$ cat src/rtl/arc4_ctrl_if.sv
// Host-side handshake bundle for the ARC4 sequencer: start request, key,
// idle/done/error status and the active-stage code.
interface arc4_ctrl_if #(
    parameter int KEY_W = 24
) ();
    logic             en;
    logic             rdy;
    logic [KEY_W-1:0] key;
    logic             done;
    logic             err;
    logic [1:0]       stage;

    // The host drives the request and key and observes status.
    modport master (output en, output key, input rdy, input done, input err, input stage);
    // The controller observes the request and key and reports status.
    modport slave  (input en, input key, output rdy, output done, output err, output stage);
endinterface

$ cat src/rtl/arc4_ctrl.sv
// ARC4 top-level sequencer. Runs init -> ksa -> prga on a start request,
// owns the single S-memory port and hands it to the active stage, and
// aborts any stage that stays busy longer than TIMEOUT cycles.
module arc4_ctrl #(
    parameter int KEY_W   = 24,
    parameter int TIMEOUT = 4096
) (
    input  logic             clk,
    input  logic             rst_n,
    arc4_ctrl_if.slave       host,
    output logic             init_en,
    input  logic             init_rdy,
    input  logic [7:0]       init_addr,
    input  logic [7:0]       init_wrdata,
    input  logic             init_wren,
    output logic             ksa_en,
    input  logic             ksa_rdy,
    output logic [KEY_W-1:0] ksa_key,
    input  logic [7:0]       ksa_addr,
    input  logic [7:0]       ksa_wrdata,
    input  logic             ksa_wren,
    output logic             prga_en,
    input  logic             prga_rdy,
    output logic [KEY_W-1:0] prga_key,
    input  logic [7:0]       prga_addr,
    input  logic [7:0]       prga_wrdata,
    input  logic             prga_wren,
    output logic [7:0]       s_addr,
    output logic [7:0]       s_wrdata,
    output logic             s_wren
);
    localparam int              WD_W    = $clog2(TIMEOUT + 1);
    localparam logic [WD_W-1:0] WD_LAST = WD_W'(TIMEOUT - 1);

    typedef enum logic [2:0] {
        IDLE, INIT_GO, INIT_RUN, KSA_GO, KSA_RUN, PRGA_GO, PRGA_RUN
    } state_t;

    state_t           r_state;
    logic             r_rdy;
    logic             r_done;
    logic             r_err;
    logic [1:0]       r_stage;
    logic [KEY_W-1:0] r_key;
    logic [WD_W-1:0]  r_wdog;

    logic             w_sub_rdy;
    logic             w_expired;

    // Ready of whichever sub-block the current state is waiting on.
    always_comb begin
        w_sub_rdy = 1'b0;
        case (r_state)
            INIT_GO,  INIT_RUN: w_sub_rdy = init_rdy;
            KSA_GO,   KSA_RUN:  w_sub_rdy = ksa_rdy;
            PRGA_GO,  PRGA_RUN: w_sub_rdy = prga_rdy;
            default:            w_sub_rdy = 1'b0;
        endcase
    end

    // Watchdog saturates, so >= keeps the abort condition sticky past the limit.
    assign w_expired = (r_wdog >= WD_LAST);

    // Sequencer FSM with registered status outputs and the stage watchdog.
    always_ff @(posedge clk or negedge rst_n) begin
        if (!rst_n) begin
            r_state <= IDLE;
            r_rdy   <= 1'b1;
            r_done  <= 1'b0;
            r_err   <= 1'b0;
            r_stage <= 2'd0;
            r_key   <= '0;
            r_wdog  <= '0;
        end else begin
            r_done <= 1'b0;
            case (r_state)
                IDLE: begin
                    if (host.en) begin
                        r_key   <= host.key;
                        r_err   <= 1'b0;
                        r_rdy   <= 1'b0;
                        r_stage <= 2'd1;
                        r_state <= INIT_GO;
                    end
                end
                INIT_GO: if (w_sub_rdy) begin r_state <= INIT_RUN; r_wdog <= '0; end
                KSA_GO:  if (w_sub_rdy) begin r_state <= KSA_RUN;  r_wdog <= '0; end
                PRGA_GO: if (w_sub_rdy) begin r_state <= PRGA_RUN; r_wdog <= '0; end
                INIT_RUN, KSA_RUN, PRGA_RUN: begin
                    // Completion is checked first so it wins over a same-cycle timeout.
                    if (w_sub_rdy) begin
                        case (r_state)
                            INIT_RUN: begin r_state <= KSA_GO;  r_stage <= 2'd2; end
                            KSA_RUN:  begin r_state <= PRGA_GO; r_stage <= 2'd3; end
                            default: begin
                                r_state <= IDLE;
                                r_stage <= 2'd0;
                                r_rdy   <= 1'b1;
                                r_done  <= 1'b1;
                            end
                        endcase
                    end else if (w_expired) begin
                        r_state <= IDLE;
                        r_stage <= 2'd0;
                        r_rdy   <= 1'b1;
                        r_err   <= 1'b1;
                    end else if (r_wdog != '1) begin
                        r_wdog <= r_wdog + 1'b1;
                    end
                end
                default: r_state <= IDLE;
            endcase
        end
    end

    // Start pulses: only in the GO cycle where the sub-block reports idle.
    assign init_en = (r_state == INIT_GO) && init_rdy;
    assign ksa_en  = (r_state == KSA_GO)  && ksa_rdy;
    assign prga_en = (r_state == PRGA_GO) && prga_rdy;

    assign ksa_key  = r_key;
    assign prga_key = r_key;

    assign host.rdy   = r_rdy;
    assign host.done  = r_done;
    assign host.err   = r_err;
    assign host.stage = r_stage;

    // S-port mux: the owning stage gets the port, idle parks it at zero.
    always_comb begin
        s_addr   = 8'h00;
        s_wrdata = 8'h00;
        s_wren   = 1'b0;
        case (r_state)
            INIT_GO, INIT_RUN: begin
                s_addr = init_addr; s_wrdata = init_wrdata; s_wren = init_wren;
            end
            KSA_GO, KSA_RUN: begin
                s_addr = ksa_addr;  s_wrdata = ksa_wrdata;  s_wren = ksa_wren;
            end
            PRGA_GO, PRGA_RUN: begin
                s_addr = prga_addr; s_wrdata = prga_wrdata; s_wren = prga_wren;
            end
            default: begin
                s_addr = 8'h00; s_wrdata = 8'h00; s_wren = 1'b0;
            end
        endcase
    end
endmodule

$ cat src/flat_wrapper.sv
// flat-port wrapper written by rule: the top's interface ports become plain ports
module arc4_ctrl_flat 
#(
    parameter int KEY_W   = 24,
    parameter int TIMEOUT = 4096
)
  (clk, rst_n, init_en, init_rdy, init_addr, init_wrdata, init_wren, ksa_en, ksa_rdy, ksa_key, ksa_addr, ksa_wrdata, ksa_wren, prga_en, prga_rdy, prga_key, prga_addr, prga_wrdata, prga_wren, s_addr, s_wrdata, s_wren, host_en, host_key, host_rdy, host_done, host_err, host_stage);
  arc4_ctrl_if #(.KEY_W(KEY_W)) host_i ();
  input  logic clk;
  input  logic rst_n;
  output logic init_en;
  input  logic init_rdy;
  input  logic [7:0] init_addr;
  input  logic [7:0] init_wrdata;
  input  logic init_wren;
  output logic ksa_en;
  input  logic ksa_rdy;
  output logic [KEY_W-1:0] ksa_key;
  input  logic [7:0] ksa_addr;
  input  logic [7:0] ksa_wrdata;
  input  logic ksa_wren;
  output logic prga_en;
  input  logic prga_rdy;
  output logic [KEY_W-1:0] prga_key;
  input  logic [7:0] prga_addr;
  input  logic [7:0] prga_wrdata;
  input  logic prga_wren;
  output logic [7:0] s_addr;
  output logic [7:0] s_wrdata;
  output logic s_wren;
  input wire logic [$bits(host_i.en)-1:0] host_en;
  input wire logic [$bits(host_i.key)-1:0] host_key;
  output wire logic [$bits(host_i.rdy)-1:0] host_rdy;
  output wire logic [$bits(host_i.done)-1:0] host_done;
  output wire logic [$bits(host_i.err)-1:0] host_err;
  output wire logic [$bits(host_i.stage)-1:0] host_stage;
  assign host_i.en = host_en;
  assign host_i.key = host_key;
  assign host_rdy = host_i.rdy;
  assign host_done = host_i.done;
  assign host_err = host_i.err;
  assign host_stage = host_i.stage;
  arc4_ctrl #(.KEY_W(KEY_W), .TIMEOUT(TIMEOUT)) u_core (.clk(clk), .rst_n(rst_n), .host(host_i), .init_en(init_en), .init_rdy(init_rdy), .init_addr(init_addr), .init_wrdata(init_wrdata), .init_wren(init_wren), .ksa_en(ksa_en), .ksa_rdy(ksa_rdy), .ksa_key(ksa_key), .ksa_addr(ksa_addr), .ksa_wrdata(ksa_wrdata), .ksa_wren(ksa_wren), .prga_en(prga_en), .prga_rdy(prga_rdy), .prga_key(prga_key), .prga_addr(prga_addr), .prga_wrdata(prga_wrdata), .prga_wren(prga_wren), .s_addr(s_addr), .s_wrdata(s_wrdata), .s_wren(s_wren));
endmodule
$ cat config.mk
export PLATFORM = sky130hd
export DESIGN_NAME = arc4_ctrl_flat
export DESIGN_NICKNAME = d
export VERILOG_FILES = /design/src/rtl/arc4_ctrl_if.sv /design/src/rtl/arc4_ctrl.sv /design/src/flat_wrapper.sv
export SDC_FILE = /design/constraint.sdc
export NUM_CORES = 1
export LEC_CHECK = 0
export CORE_ASPECT_RATIO = 1.75
export CORE_UTILIZATION = 42
export DETAILED_ROUTE_END_ITERATION = 10
export GPL_ROUTABILITY_DRIVEN = 0
export GPL_TIMING_DRIVEN = 0
export PLACE_DENSITY = 0.87
export SLEW_MARGIN = 20
export SYNTH_ARGS = -nofsm -noshare
export SYNTH_HDL_FRONTEND = slang
export SYNTH_SLANG_ARGS = --single-unit
$ cat constraint.sdc
create_clock -name clk -period 4.15 [get_ports clk]
set_clock_uncertainty 0.2 [all_clocks]
set_input_delay 0.6225 -clock clk [delete_from_list [all_inputs] [get_ports clk]]
set_output_delay 0.6225 -clock clk [all_outputs]
set_load 0.01 [all_outputs]
==> results of run 1 <==
[power by group]
part / switching [mW] / total, mW / internal, mW / leakage, nW
Combinational: 0.919 / 2.17 / 1.25 / 1.27
Sequential: 0.126 / 0.724 / 0.598 / 0.563
Clock: 0.150 / 0.331 / 0.181 / 0.0554
[kinds of logic (layout without fill, tap and decap cells)]
family,count (synthesis),after routing,synth area share
adders and majority gates,1,1,0.00466
DFF,45,45,0.420
and+or+nand+nor,78,78,0.143
muxes,46,46,0.183
buffers and inverters,43,205,0.106
xor gates and xnor gates,1,1,0.00606
AOI/OAI and AO/OA,56,56,0.138
[final cells by class]
| type | count | area, sq um | share of cell area |
|---|---|---|---|
| Clock inverter | 2 | 38.8 | 0.00873 |
| Clock buffer | 6 | 72.6 | 0.0163 |
| Timing Repair Buffer | 154 | 1550 | 0.348 |
| Multi-Input combinational cell | 182 | 1270 | 0.287 |
| Buffer | 39 | 270 | 0.0608 |
| Inverter | 4 | 15.0 | 0.00338 |
| Sequential cell | 45 | 1130 | 0.254 |
| Tap cell | 80 | 100 | 0.0225 |
[worst max-delay path, stage by stage (launching register included)]
cell and delay (ns):
dfrtp_1 0.37, buf_4 0.18, inv_1 0.17, nand2_1 0.07, o22ai_1 0.54, buf_2 0.33, nand2_1 0.10, o21ai_0 0.09
clkdlybuf4s50_1 0.57
[layer usage]
layer	share of wire	up-vias
met2	0.59	111
met4	0.029	0
met1	0.35	1230
met5	0	-
li1	-	1258
met3	0.035	18
[synthesized netlist by cell type (2+ instances only)]
cell type   n  area, sq um
buf_2       6         30.0
a31oi_1     4         25.0
nand2b_1    4         25.0
buf_1       2         7.51
buf_4      29          218
nor3_1      3         15.0
and2_1      3         18.8
mux2_2     24          270
o21ai_1     3         15.0
a21o_1      3         22.5
a21oi_1     6         30.0
o22ai_1     3         18.8
a41oi_1     2         17.5
nand4_1     2         12.5
mux2i_1    22          220
dfrtp_1    44         1100
nor3b_1     2         15.0
and3_1      7         43.8
and4_1      2         17.5
nand2_1    34          128
inv_1       4         15.0
nand3_1     7         35.0
o21ai_0    23          115
nor2_1     11         41.3
[stage by stage]
| step | setup WS, ns | instances | util | instance area [sq um] |
|---|---|---|---|---|
| 3_3_place_gp | 1.00 | 503 | 0.699 | 4320 |
| 2_1_floorplan | 1.84 | 270 | - | 2690 |
| 5_1_grt | 0.403 | 512 | 0.719 | 4440 |
| 6_report | 0.601 | 512 | 0.719 | 4440 |
| 3_5_place_dp | 0.942 | 504 | 0.701 | 4330 |
| 4_1_cts | 0.585 | 512 | 0.719 | 4440 |
[placed cells by master, fill, tap and decap left out, drive strengths merged, types with 7 or more instances in the layout]
master / synthesis / routed
nand3: 7 / 7
mux2: 24 / 24
clkbuf: 1 / 7
mux2i: 22 / 22
and3: 7 / 7
buf: 38 / 40
o21ai: 26 / 26
dfrtp: 44 / 44
a21oi: 7 / 7
clkdlybuf4s50: 0 / 152
nand2: 35 / 35
nor2: 11 / 11
[flip-flops by register name, indices dropped and copies added, names as in the netlist]
name               count
u_core.r_state         3
u_core.host.stage      2
u_core.host.rdy        1
u_core.host.err        1
u_core.ksa_key        24
u_core.r_wdog         13
u_core.host.done       1
[final timing paths]
path	startpoint	to	slack (ns)
max reg2reg	u_core.r_wdog[0]	u_core.r_wdog[10]	1.92
min in group clk	u_core.r_wdog[4]	u_core.r_wdog[4]	0.30
max in group asynchronous	rst_n	u_core.host.rdy	3.14
min	rst_n	u_core.ksa_key[3]	0.05
max	u_core.r_state[0]	s_addr[1]	0.60
min reg2reg	u_core.r_wdog[4]	u_core.r_wdog[4]	0.30
==> metrics.csv, run 1 <==
stage,metric,value,unit
finish,area_growth,65.4,%
sta,whs,0.0537,ns
cts,h-tree-depth,2,
cts,clockBufferDepth,2,
worst_setup_path,crit_path_end_kind,output port,
floorplanning,ios,154,
detailed_routing,firstDrtPassIters,4,
global_routing,grt_pass1_wl,12.4,mm
finish,drive_above_1_share,0.181,
detailed_routing,ant_nets,0,
global_routing,antenna_found_initial,0,
synth,syn-instance-count,270,
outcome,outcome,"complete, no violations",
power,power_leakage,1.89,nW
synth,synth.avg_cell_area,9.95,sq um
detailed_routing,drc,0,
sta,worst_slew_pin_slew,0.677,ns
worst_setup_path,critical_path_arrival,2.73,ns
global_routing,grt.met2_usage,0.458,
synth,synth_fp_nets,352,
global_routing,grt_pass1_vias,2701,
cts,hold_buffers,0,
detailed_routing,wl_per_cell,15.3,microns
synth,synth_edf_count,0,
floorplanning,die_y,108,microns
flow_run,max-cap-violations,0,
sta,min_period,3.55,ns
power,vdd_ir_drop_max,473,uV
detailed_routing,vias,2617,
sta,hold_viol_final,0,
floorplanning,start_util,0.435,
place,io_buffers,153,
worst_setup_path,crit_fanout,10,
floorplanning,core,6180,sq um
sta,setup-violations-final,0,
global_routing,grt-ovfl-total,0,
cts,clk_latency,0.29,ns
sta,rsz0062_at_grt,no,
cts,cts_tree,built,
worst_setup_path,worst_ep_required_time,3.33,ns
hold_path,hold_path_class,input port to asynchronous set/reset pin,
worst_setup_path,rr_worst_depth,7,
power,power_density,726,nW/um^2
cts,cts_root_buf,clkbuf_8,
worst_setup_path,worstSetupPathType,flop to output port,
floorplanning,row_count,38,
cts,cts-resized-gates,0,
finish,diodes,0,
sta,min_period_over_period,0.855,
global_routing,grt_use_met1,0.237,
power,total_power,3.23,mW
floorplanning,dieWidth,62.5,microns
synth,yosysWarnings,0,
cts,numCtsBuffers,5,
synth,synth_cell_types,44,
sta,maxSlewHeadroom,0.548,
cts,clk_pin_slew_worst_paths,0.09,ns
sta,fin_setup_tns,0,ns
place,hpwl,6.26,mm
detailed_routing,routed_wl,7.81,mm
finish,fillers,469,
floorplanning,dieArea,6730,sq um
cts,cts.sinks,45,
synth,ys_seq_area_frac,0.420,
worst_setup_path,start_kind,flop,
global_routing,grt_max_degree,29,
global_routing,grt_use_met3,0.0371,
sta,slew_violations,0,
global_routing,track_usage,0.235,
synth,async_flop_share,1.00,
detailed_routing,vias_per_cell,5.11,
global_routing,grt-busiest-layer,met2,
synth,netlist_area,2690,sq um
sta,maxClockFrequency,282,MHz
finish,final_nets,513,
cts,cts_setup_buffers,0,
synth,synth_ff_type,dfrtp_1,
detailed_routing,drt_iter0_markers,98,
synth,ys_seq_elements,45,
Power figures use the tool's default switching activity.
==> run 2, diff against run 1 <==
CORE_UTILIZATION = 55   (was 42)
DONT_BUFFER_PORTS = 1   (was default)
PLACE_DENSITY = 0.7   (was 0.87)
REMOVE_ABC_BUFFERS = 1   (was default)
==> run 2 against run 1 <==
Against the previous run:
- global-route usage down 2.6 points
- worst setup slack improved by 0.46 ns
- critical path depth is 3 lower
==> metrics.csv, run 2 (same netlist as run 1, synthesis figures left out) <==
stage,metric,value,unit,change
outcome,outcome,"complete, no violations",,
cts,clk_pin_slew_worst_paths,0.09,ns,about the same
worst_setup_path,r2r_start,u_core.r_state[0],,
global_routing,grt-ovfl-total,0,,unchanged
finish,drive_above_1_share,0.187,,+0.00617
worst_setup_path,crit_fanout,19,,+9
floorplanning,dieWidth,54.8,microns,-12%
global_routing,grt_pass1_vias,1783,,-34%
global_routing,grt_max_degree,46,,+59%
sta,whs,0.271,ns,+0.217 ns
flow_run,max-cap-violations,0,,unchanged
place,io_buffers,0,,-100%
hold_path,hold_path_class,input port to flop,,
worst_setup_path,worstSetupPathType,flop to output port,,
finish,layout_common_cells,"dfrtp_1, nand2_1, mux2_2",,
global_routing,antenna_found_initial,0,,unchanged
worst_setup_path,worst_ep_required_time,3.33,ns,about the same
worst_setup_path,max_stage_delay,0.65,ns,+0.08 ns
hold_path,min_from,host_key[12],,
sta,worst_slack,1.06,ns,+0.464 ns
worst_setup_path,crit_start,u_core.r_state[0],,
detailed_routing,routed_wl,5.27,mm,-33%
sta,slew_violations,0,,unchanged
power,vdd_ir_drop_max,539,uV,+14%
power,power_density,794,nW/um^2,+9.4%
place,hpwl,3.93,mm,-37%
worst_setup_path,worst-r2r-setup-slack,1.42,ns,-0.50 ns
cts,numCtsBuffers,5,,unchanged
worst_setup_path,critPathMostFrequentCell,nand2_1,,
cts,cts_tree,built,,
floorplanning,core,4710,sq um,-24%
finish,final_common_cell,dfrtp_1,,
sta,rsz0062_at_grt,no,,
global_routing,track_usage,0.209,,-0.0260
finish,largest_register_ffs,24,,unchanged
floorplanning,start_util,0.571,,+0.136
sta,fin_setup_tns,0,ns,unchanged
finish,diodes,0,,unchanged
sta,maxClockFrequency,324,MHz,+15%
cts,cts.sinks,45,,unchanged
worst_setup_path,critical_path.top_delay_family,compound AO/OA/AOI/OAI gates,,
detailed_routing,drt_iter0_markers,30,,-69%
sta,min_period_over_period,0.743,,-0.112
sta,hold_viol_final,0,,unchanged
detailed_routing,vias,1882,,-28%
worst_setup_path,critical_path_arrival,2.26,ns,-0.47 ns
floorplanning,dieArea,5180,sq um,-23%
sta,min_period,3.09,ns,-0.464 ns
cts,clockBufferDepth,2,,unchanged
detailed_routing,ant_nets,0,,unchanged
place,pre_cts_ws,0.941,ns,-0.00125 ns
place,placed_area,2480,sq um,-43%
worst_setup_path,crit_path_end_kind,output port,,
global_routing,grt_pass1_wl,7.94,mm,-36%
worst_setup_path,path_cells,inv_1 > nand2_1 > o22ai_2 > nand2_1 > o21ai_0,,
sta,worst_slew_pin_slew,0.729,ns,+0.0519 ns
worst_setup_path,start_kind,flop,,
worst_setup_path,crit_slowest_cell,dfrtp_1,,
worst_setup_path,crit_buf_inv,1,,-3
cts,cts_root_buf,clkbuf_8,,
floorplanning,row_count,33,,-13%
finish,fin_cells,293,,-43%
sta,maxSlewHeadroom,0.514,,-0.0346
floorplanning,ios,154,,unchanged
detailed_routing,wl_per_cell,18.0,microns,+18%
detailed_routing,drc,0,,unchanged
finish,fin_area,2610,sq um,-41%
power,power_leakage,1.11,nW,-41%
cts,h-tree-depth,2,,unchanged
place,post-place-cells,283,,-44%
cts,clk_latency,0.29,ns,about the same
detailed_routing,firstDrtPassIters,4,,unchanged
sta,setup-violations-final,0,,unchanged
detailed_routing,vias_per_cell,6.42,,+26%
floorplanning,die_y,94.5,microns,-12%
finish,area_growth,-2.70,%,
finish,final_nets,322,,-37%
==> run 2: worst register-to-register path: cells and delay by family (launching register included) <==
family,cells,cell delay (ns)
AOI/OAI and AO/OA,2,0.72
xor gates and xnor gates,1,0.64
DFF,1,0.65
and+or+nand+nor,2,0.45
==> run 2: area by class of cell <==
| cell class | instances | area (sq um) |
|---|---|---|
| clock buffer | 5 | 68.8 |
| clock inverter | 3 | 25.0 |
| fill | 438 | 2090 |
| inverter | 4 | 15.0 |
| multi-input combinational | 182 | 1280 |
| sequential | 45 | 1130 |
| tap | 52 | 65.1 |
| timing repair buffer | 2 | 30.0 |
==> run 2: timing repair <==
| item | CTS | global route |
|---|---|---|
| buffers inserted | 0 | 0 |
| resized for setup | 0 | 0 |
| endpoints found under the hold margin | 45 | 0 |
| hold buffers | 2 | 0 |
==> run 2: power by group <==
| group | internal [mW] | leakage [nW] | switching, mW |
|---|---|---|---|
| sequential | 0.596 | 0.562 | 0.361 |
| clock | 0.121 | 0.0447 | 0.151 |
| combinational | 0.362 | 0.502 | 0.485 |
| total | 1.08 | 1.11 | 0.997 |
==> run 2: final timing paths <==
kind,end,cells past startpoint
worst max-delay path,s_addr[4],5
worst min-delay path,u_core.ksa_key[12],1
worst max register to register,u_core.r_wdog[4],5
worst min register to register,u_core.r_wdog[8],1
max in group asynchronous,u_core.host.rdy,2
min in group asynchronous,u_core.ksa_key[10],2
==> run 2: routing by layer <==
layer | track usage | up-vias | wire length (microns)
li1 | - | 879 | -
met1 | 0.200 | 881 | 1790
met2 | 0.388 | 110 | 2910
met3 | 0.0548 | 12 | 436
met4 | 0.0876 | 0 | 140
met5 | 0 | - | 0
==> run 2: stage by stage <==
step                total power, mW  utilization
floorplan                      1.61            -
global placement               1.79        0.527
detailed placement             1.81        0.527
CTS                            2.10        0.554
global route                   2.24        0.555
finish                         2.08        0.555
==> run 3, diff against run 2 <==
PLACE_DENSITY = 0.73   (was 0.7)
clock period = 2.75 ns   (was 4.15 ns; I/O delays follow)
==> run 3 against run 2 <==
Against the previous run:
- via count increased by 1.6%
- utilization increased by 0.66 points
- worst setup slack got worse by 0.90 ns
- sequential cell count unchanged
- clock power increased by 56%
- power increased by 55%
- register-to-register slack got worse by 1.1 ns
- non-clock buffer count unchanged
- critical path depth unchanged
- combinational power increased by 56%
- critical path type unchanged
- critical endpoint is now s_wrdata[6]
==> metrics.csv, run 3 (same netlist as run 1, synthesis figures left out) <==
stage,metric,value,unit,change
finish,final_nets,322,,unchanged
sta,min_period,2.59,ns,
worst_setup_path,path_cells,inv_1 > nand2_1 > o22ai_4 > nand2_1 > o21ai_0,,
cts,cts_setup_buffers,0,,unchanged
finish,diodes,0,,unchanged
worst_setup_path,start_kind,flop,,
detailed_routing,ant_nets,0,,unchanged
global_routing,grt_max_degree,46,,unchanged
hold_path,hold_path_class,input port to flop,,
sta,hold_viol_final,0,,unchanged
worst_setup_path,worstSetupPathType,flop to output port,,
worst_setup_path,crit_slowest_cell,dfrtp_2,,
global_routing,track_usage,0.222,,+0.0138
sta,worst_slack,0.164,ns,-0.901 ns
outcome,outcome,"complete, no violations",,
detailed_routing,firstDrtPassIters,4,,unchanged
cts,clk_latency,0.30,ns,about the same
place,hpwl,4.13,mm,+5.0%
power,total_power,3.21,mW,+55%
floorplanning,dieArea,5180,sq um,unchanged
worst_setup_path,crit_buf_inv,1,,unchanged
power,power_leakage,1.11,nW,+0.15%
finish,layout_common_cells,"dfrtp_1, nand2_1, mux2_2",,
global_routing,antenna_found_initial,0,,unchanged
cts,h-tree-depth,2,,unchanged
detailed_routing,vias_per_cell,6.53,,+1.6%
worst_setup_path,worst_ep_required_time,2.14,ns,-1.19 ns
worst_setup_path,critical_path.top_delay_family,compound AO/OA/AOI/OAI gates,,
detailed_routing,vias,1912,,+1.6%
detailed_routing,drc,0,,unchanged
cts,cts_tree,built,,
worst_setup_path,cp_num_cells,5,,unchanged
sta,setup-violations-final,0,,unchanged
floorplanning,dieWidth,54.8,microns,unchanged
cts,clk_pin_slew_worst_paths,0.09,ns,about the same
sta,maxSlewHeadroom,0.565,,+0.0508
finish,fin_util,0.562,,+0.00665
global_routing,grt-ovfl-total,0,,unchanged
hold_path,holdPathEnd,u_core.ksa_key[2],,
place,io_buffers,0,,unchanged
worst_setup_path,critical_path_arrival,1.97,ns,-0.29 ns
power,vdd_ir_drop_max,893,uV,+66%
cts,numCtsBuffers,5,,unchanged
cts,clockBufferDepth,2,,unchanged
sta,whs,0.0525,ns,-0.218 ns
floorplanning,row_count,33,,unchanged
sta,maxClockFrequency,387,MHz,
cts,cts_root_buf,clkbuf_8,,
power,power_density,1210,nW/um^2,+53%
worst_setup_path,rr_worst_depth,3,,-2
worst_setup_path,worst-r2r-setup-slack,0.34,ns,-1.08 ns
worst_setup_path,regToRegEndpoint,u_core.ksa_key[10],,
finish,fin_cells,293,,unchanged
place,post-place-cells,283,,unchanged
flow_run,max-cap-violations,0,,unchanged
floorplanning,ios,154,,unchanged
hold_path,min_from,host_key[2],,
finish,area_growth,-1.54,%,
detailed_routing,drt_iter0_markers,42,,+40%
detailed_routing,routed_wl,5.56,mm,+5.4%
worst_setup_path,critPathMostFrequentCell,nand2_1,,
sta,min_period_over_period,0.940,,
worst_setup_path,max_stage_delay,0.57,ns,-0.08 ns
sta,rsz0062_at_grt,no,,
cts,cts.sinks,45,,unchanged
finish,fillers,418,,-4.6%
finish,final_common_cell,dfrtp_1,,
floorplanning,start_util,0.571,,unchanged
worst_setup_path,r2r_start,u_core.r_state[2],,
detailed_routing,wl_per_cell,19.0,microns,+5.4%
floorplanning,core,4710,sq um,unchanged
worst_setup_path,crit_path_end_kind,output port,,
finish,largest_register_ffs,24,,unchanged
sta,slew_violations,0,,unchanged
place,pre_cts_ws,-0.191,ns,-1.13 ns
sta,worst_slew_pin_slew,0.646,ns,-0.0830 ns
floorplanning,die_y,94.5,microns,unchanged
global_routing,grt_pass1_wl,8.24,mm,+3.7%
hold_path,min_path_cells,1,,unchanged
finish,drive_above_1_share,0.195,,+0.00830
worst_setup_path,crit_fanout,19,,unchanged
global_routing,grt_pass1_vias,1765,,-1.0%
==> run 3: worst max path at each step <==
stage | startpoint | to | slack [ns]
2_1_floorplan | u_core.r_state[2] | s_addr[0] | 0.04
3_3_place_gp | u_core.r_state[2] | s_wrdata[6] | -0.48
3_5_place_dp | u_core.r_state[0] | s_wrdata[6] | -0.19
4_1_cts | u_core.r_state[0] | s_wrdata[6] | 0.03
5_1_grt | u_core.r_state[0] | s_wrdata[6] | 0.01
6_report | u_core.r_state[0] | s_wrdata[6] | 0.16
==> run 3: per-stage QoR <==
stage / area (sq um) / setup TNS, ns
after floorplan: 2420 / 0
after global placement: 2480 / -17.62
after detailed placement: 2480 / -3.33
after CTS: 2630 / 0
after global routing: 2650 / 0
final: 2650 / 0
==> run 3: area by class of cell <==
cell class / instances / area, sq um / area share
clock buffers: 5 / 68.8 / 0.0260
clock inverters: 3 / 25.0 / 0.00946
inverters: 4 / 15.0 / 0.00568
multi-input cells: 182 / 1300 / 0.491
flip-flops and latches: 45 / 1130 / 0.429
well taps: 52 / 65.1 / 0.0246
repair buffers: 2 / 37.5 / 0.0142
==> run 3: where the power goes <==
group	switching [mW]	total (mW)	internal, mW	leakage [nW]
Sequential	0.563	1.47	0.907	0.559
Combinational	0.754	1.32	0.566	0.506
Clock	0.239	0.423	0.183	0.0447
Total	1.56	3.21	1.66	1.11
==> run 3: layer usage <==
metal	global-route usage	vias to the layer above	share of wire	wire, microns
li1	-	877	-	-
met1	0.238	905	0.35	1940
met2	0.378	119	0.53	2940
met3	0.0644	11	0.086	479
met4	0.109	0	0.035	193
met5	0	-	0	0
==> run 3: repair_timing <==
item                       4_1_cts  5_1_grt
gates cloned                     0        0
hold endpoints to repair        45        0
setup endpoints to repair       41       19
gates resized for setup          4        3
pin swaps                        0        1
hold buffers                     2        0
